### src/rtl/uart_pkg.sv
// Shared UART definitions: FSM state encoding, parity selectors and line levels.
// Used by both the transmit and receive paths.
package uart_pkg;

  typedef enum logic [2:0] {
    ST_IDLE   = 3'd0,
    ST_START  = 3'd1,
    ST_DATA   = 3'd2,
    ST_PARITY = 3'd3,
    ST_STOP   = 3'd4
  } uart_state_e;

  localparam logic PAR_EVEN = 1'b0;
  localparam logic PAR_ODD  = 1'b1;

  localparam logic IDLE_LVL  = 1'b1;
  localparam logic START_LVL = 1'b0;
  localparam logic STOP_LVL  = 1'b1;

endpackage

### src/rtl/uart_tx_serializer.sv
// Bit-timing and payload shifter for the UART transmitter: holds the frame byte,
// counts PRESCALE cycles per bit and payload bits, and flags bit/payload boundaries.
module uart_tx_serializer #(
  parameter int DATA_WIDTH = 8,
  parameter int PRESCALE   = 8
) (
  input  logic                  clk,
  input  logic                  rst,
  input  logic                  load,
  input  logic                  active,
  input  logic                  advance,
  input  logic [DATA_WIDTH-1:0] load_data,
  output logic                  cur_bit,
  output logic                  bit_done,
  output logic                  data_done
);

  localparam int            EW        = (PRESCALE > 1) ? $clog2(PRESCALE) : 1;
  localparam logic [EW-1:0] EDGE_LAST = EW'(PRESCALE - 1);
  localparam logic [3:0]    BIT_LAST  = 4'(DATA_WIDTH - 1);

  logic [DATA_WIDTH-1:0] shift_q, shift_d;
  logic [EW-1:0]         edge_cnt_q, edge_cnt_d;
  logic [3:0]            bit_cnt_q, bit_cnt_d;

  assign cur_bit   = shift_q[0];
  assign bit_done  = active && (edge_cnt_q == EDGE_LAST);
  assign data_done = advance && (bit_cnt_q == BIT_LAST);

  always_comb begin
    shift_d    = shift_q;
    edge_cnt_d = edge_cnt_q;
    bit_cnt_d  = bit_cnt_q;
    if (load) begin
      shift_d    = load_data;
      edge_cnt_d = '0;
      bit_cnt_d  = '0;
    end else if (active) begin
      edge_cnt_d = bit_done ? '0 : edge_cnt_q + 1'b1;
      // advance is only asserted on a bit boundary inside the payload
      if (advance) begin
        shift_d   = shift_q >> 1;
        bit_cnt_d = data_done ? '0 : bit_cnt_q + 1'b1;
      end
    end else begin
      edge_cnt_d = '0;
    end
  end

  always_ff @(posedge clk or posedge rst) begin
    if (rst) begin
      shift_q    <= '0;
      edge_cnt_q <= '0;
      bit_cnt_q  <= '0;
    end else begin
      shift_q    <= shift_d;
      edge_cnt_q <= edge_cnt_d;
      bit_cnt_q  <= bit_cnt_d;
    end
  end

endmodule

### src/rtl/uart_tx_top.sv
// UART transmitter: start bit, DATA_WIDTH bits LSB first, optional parity, stop bit,
// each held PRESCALE cycles. All outputs come straight from flops.
module uart_tx_top
  import uart_pkg::*;
#(
  parameter int DATA_WIDTH = 8,
  parameter int PRESCALE   = 8
) (
  input  logic                  clk,
  input  logic                  rst,
  input  logic [DATA_WIDTH-1:0] p_data,
  input  logic                  data_valid,
  input  logic                  parity_en,
  input  logic                  parity_type,
  output logic                  tx_out,
  output logic                  busy,
  output logic                  tx_done
);

  uart_state_e state_q, state_d;
  logic par_en_q, par_en_d;
  logic par_bit_q, par_bit_d;
  logic tx_q, tx_d;
  logic busy_q, busy_d;
  logic done_q, done_d;

  logic load, active, advance;
  logic cur_bit, bit_done, data_done;

  assign active  = (state_q != ST_IDLE);
  assign load    = (state_q == ST_IDLE) && data_valid;
  assign advance = (state_q == ST_DATA) && bit_done;

  uart_tx_serializer #(
    .DATA_WIDTH(DATA_WIDTH),
    .PRESCALE  (PRESCALE)
  ) u_ser (
    .clk      (clk),
    .rst      (rst),
    .load     (load),
    .active   (active),
    .advance  (advance),
    .load_data(p_data),
    .cur_bit  (cur_bit),
    .bit_done (bit_done),
    .data_done(data_done)
  );

  // Line level is derived from the current state and registered, so tx_out
  // trails the FSM by one cycle and every bit still lasts PRESCALE cycles.
  always_comb begin
    state_d   = state_q;
    par_en_d  = par_en_q;
    par_bit_d = par_bit_q;
    tx_d      = IDLE_LVL;
    case (state_q)
      ST_IDLE: begin
        tx_d = IDLE_LVL;
        if (data_valid) begin
          state_d   = ST_START;
          par_en_d  = parity_en;
          par_bit_d = (^p_data) ^ (parity_type == PAR_ODD);
        end
      end
      ST_START: begin
        tx_d = START_LVL;
        if (bit_done) state_d = ST_DATA;
      end
      ST_DATA: begin
        tx_d = cur_bit;
        if (data_done) state_d = par_en_q ? ST_PARITY : ST_STOP;
      end
      ST_PARITY: begin
        tx_d = par_bit_q;
        if (bit_done) state_d = ST_STOP;
      end
      ST_STOP: begin
        tx_d = STOP_LVL;
        if (bit_done) state_d = ST_IDLE;
      end
      default: state_d = ST_IDLE;
    endcase
    busy_d = active;
    // First cycle back in IDLE while busy is still high marks the stop bit's end.
    done_d = busy_q && (state_q == ST_IDLE);
  end

  always_ff @(posedge clk or posedge rst) begin
    if (rst) begin
      state_q   <= ST_IDLE;
      par_en_q  <= 1'b0;
      par_bit_q <= 1'b0;
      tx_q      <= IDLE_LVL;
      busy_q    <= 1'b0;
      done_q    <= 1'b0;
    end else begin
      state_q   <= state_d;
      par_en_q  <= par_en_d;
      par_bit_q <= par_bit_d;
      tx_q      <= tx_d;
      busy_q    <= busy_d;
      done_q    <= done_d;
    end
  end

  assign tx_out  = tx_q;
  assign busy    = busy_q;
  assign tx_done = done_q;

endmodule

### config.mk
export PLATFORM = sky130hd
export DESIGN_NAME = uart_tx_top
export DESIGN_NICKNAME = d
export VERILOG_FILES = /design/src/rtl/uart_pkg.sv /design/src/rtl/uart_tx_serializer.sv /design/src/rtl/uart_tx_top.sv
export SDC_FILE = /design/constraint.sdc
export NUM_CORES = 1
export LEC_CHECK = 0
export CORE_MARGIN = 1.5
export CORE_UTILIZATION = 52
export DETAILED_ROUTE_END_ITERATION = 7
export PLACE_DENSITY = 0.77
export SKIP_CTS_REPAIR_TIMING = 1
export SLEW_MARGIN = 15
export SYNTH_ARGS = -nofsm -noshare
export SYNTH_HDL_FRONTEND = slang
export SYNTH_HIERARCHICAL = 1
export SYNTH_SLANG_ARGS = --single-unit
### constraint.sdc
create_clock -name clk -period 2.9 [get_ports clk]
set_clock_uncertainty 0.2 [all_clocks]
set_input_delay 0.725 -clock clk [delete_from_list [all_inputs] [get_ports clk]]
set_output_delay 0.725 -clock clk [all_outputs]
set_load 0.01 [all_outputs]
==> results of run 1 <==
[routing by layer]
metal	track usage	share of wire
met3	0.03030	0.025
met4	0.1157	0.010
met2	0.3178	0.51
met5	0	0
met1	0.2490	0.46
[state kept, by name, indices dropped and copies added, names as in the netlist]
signal            count
u_ser/bit_cnt_q       4
par_bit_q             1
busy                  1
u_ser/shift_q         8
par_en_q              1
tx_done               1
state_q               3
u_ser/edge_cnt_q      3
tx_out                1
[kinds of logic (layout without fill, tap and decap cells)]
kind of cell | after synthesis | after routing | synth area share
fa+ha+maj | 3 | 3 | 0.03326
buf+inv | 10 | 28 | 0.03548
flops | 23 | 23 | 0.5111
simple gates | 37 | 37 | 0.1730
compound gates | 20 | 20 | 0.1009
mux | 8 | 8 | 0.07206
xor+xnor | 8 | 8 | 0.07428
[where the power goes]
| group | internal (mW) | switching (mW) | total (mW) |
|---|---|---|---|
| clock | 0.0515 | 0.0945 | 0.146 |
| combinational | 0.0290 | 0.0184 | 0.0474 |
| sequential | 0.321 | 0 | 0.321 |
| total | 0.401 | 0.113 | 0.514 |
[how the worst max path moves through the flow]
stage,from,to,slack [ns],depth (start not counted)
after floorplan,state_q[0],u_ser/bit_cnt_q[3],0.73,8
after global placement,p_data[5],par_bit_q,0.56,5
after detailed placement,state_q[0],u_ser/bit_cnt_q[3],0.46,7
after CTS,state_q[0],u_ser/bit_cnt_q[3],0.41,7
after global routing,u_ser/edge_cnt_q[0],u_ser/bit_cnt_q[3],0.27,7
final,state_q[0],u_ser/bit_cnt_q[3],0.38,7
[through the flow]
| stage | utilization | setup WS (ns) | hold WS [ns] |
|---|---|---|---|
| 6_report | 0.6719 | 0.3826 | 0.2398 |
| 5_1_grt | 0.6719 | 0.2654 | 0.2842 |
| 4_1_cts | 0.6719 | 0.4086 | 0.2438 |
| 3_5_place_dp | 0.6581 | 0.4608 | 0.2248 |
| 3_3_place_gp | 0.6581 | 0.5581 | 0.2294 |
| 2_1_floorplan | - | 0.7276 | 0.2091 |
[cell type report]
cell class / count / area [um^2] / share of cell area
Inverter: 6 / 22.52 / 0.01674
Clock buffer: 3 / 22.52 / 0.01674
Sequential cell: 23 / 576.8 / 0.4288
Timing Repair Buffer: 18 / 172.7 / 0.1284
Multi-Input combinational cell: 76 / 511.7 / 0.3805
Clock inverter: 1 / 5.005 / 0.003721
Tap cell: 27 / 33.78 / 0.02512
[cell usage in the layout (no fill, tap or decap), types with 4 or more instances in the layout]
cell              n
dfrtp_1          22
clkdlybuf4s50_1  15
nand2_1          14
o21ai_1          10
mux2i_1           7
inv_1             6
a21oi_1           5
nor2_1            4
and2_1            4
nand3_1           4
xnor2_1           4
==> results.toml, run 1 <==
[synthesis]
yosysSeqAreaShare = 0.5111
synthMostInstantiatedCell = "dfrtp_1"
synth_cells = 109
synth_area_leaders = "dfrtp_1 49%, mux2i_1 6.2%, nand2_1 4.7%"
synthDistinctLibCells = 31
async_flop_share = 1.000
syn_nets = 125
synth-seq-cells = 23
yosysTopAreaCell = "dfrtp_1"
synth_ff_type = "dfrtp_1"
yosysTopAreaCellShare = 0.4878
synth-edff-count = 0
synth_common_cells = "22 x dfrtp_1, 14 x nand2_1, 10 x o21ai_1, 7 x mux2i_1, 6 x inv_1"
synth_area_um2 = 1129
synth_area_per_cell_um2 = 10.35
yosysWarnings = 6

[finish]
fillCellCount = 166
fin_area_um2 = 1345
n_antenna_cell = 0
fin_nets = 144
layout-drive-gt1-share = 0.09449
finalNonFillerCells = 154
syn_to_final_growth_pct = 19.18

[hold_path]
worstHoldEndpoint = "u_ser/edge_cnt_q[0]"
hold_path_class = "flip-flop to flip-flop"
min-delay-start = "u_ser/edge_cnt_q[0]"
min_path_cells = 1

[setup_path]
rrSetupSlack_ns = 0.38
r2r-end = "u_ser/bit_cnt_q[3]"
critPathBufInv = 1
timing.rr.start = "state_q[0]"
cp.required_ns = 2.93
crit_path_end_kind = "flip-flop"
path_max_fanout = 10
max_stage_delay_ns = 0.55
cpMaxStageDelayCell = "dfrtp_1"
cpLargestDelayFamily = "simple AND/OR/NAND/NOR gates"
startpoint_type = "flip-flop"
path_cells = "nor3_2 > inv_1 > and2_1 > nor3b_1 > nand2_2 > or4_1 > a21oi_1"
rr_worst_depth = 7
path_class = "flip-flop to flip-flop"
cp.arrival_ns = 2.55

[timing]
relSlewSlack = 0.5890
fmax_ghz = 0.3972
worst_slew_pin_slew_ns = 0.6159
fin_crit_ns = 2.517
setup-tns-final_ns = 0
slew_viol_final = 0
min_period_over_period = 0.8681
finalSetupViolCount = 0
grt_setup_unrepaired = "false"
hold_viol_final = 0

[drt]
drt_iter0_markers = 25
via_count = 820
ant_nets = 0
drt-total-wl_mm = 2.020
first_pass_iters = 4
drc = 0
wl_per_cell_um = 13.12
viasPerCell = 5.325

[floorplanning]
core-area_um2 = 2002
die_area_um2 = 2459
ios = 16
dieWidth_um = 49.59
die_h_um = 49.59
initial_core_util = 0.5637
rows = 16

[job]
maxCapViolations = 0

[run_status]
outcome = "completed"

[clock_tree]
worstSkewPairLatency_ns = 0.31
cts_root_buf = "clkbuf_4"
cts_sinks = 23
htree_num_levels = 1
cts_tree = "yes"
cts_buffers = 3
cts_max_path_buffers = 2
clk_pin_slew_ns = 0.13

[placed_design]
finalWeightedCongestion = 0.8208
placed_area_um2 = 1318
place_hpwl_mm = 1.534
portBuffers = 15
dpl.cell_count = 150

[global_routing]
grt-ovfl-total = 0
grt_pass1_vias = 845
track_usage = 0.1966
grt_max_degree = 17
grt_pass1_wl_mm = 3.643
antenna_found_initial = 0

[pwr]
leakagePower_nw = 0.6316
power.total_mw = 0.5141
p_per_area_nw_per_um2 = 382.2
ir_worst_vdd_mv = 0.3151
Note: power is estimated with default switching activity, not from simulation.
==> inputs of run 2 (changes only) <==
CAP_MARGIN = 20   (was unset)
==> results of run 2 <==
Same layout as run 1: the final DEF is identical, and so are final timing and power.
==> inputs of run 3 (changes only) <==
CTS_CLUSTER_SIZE = 25   (was unset)
==> results of run 3 <==
Same layout as run 1: the final DEF is identical, and so are final timing and power.
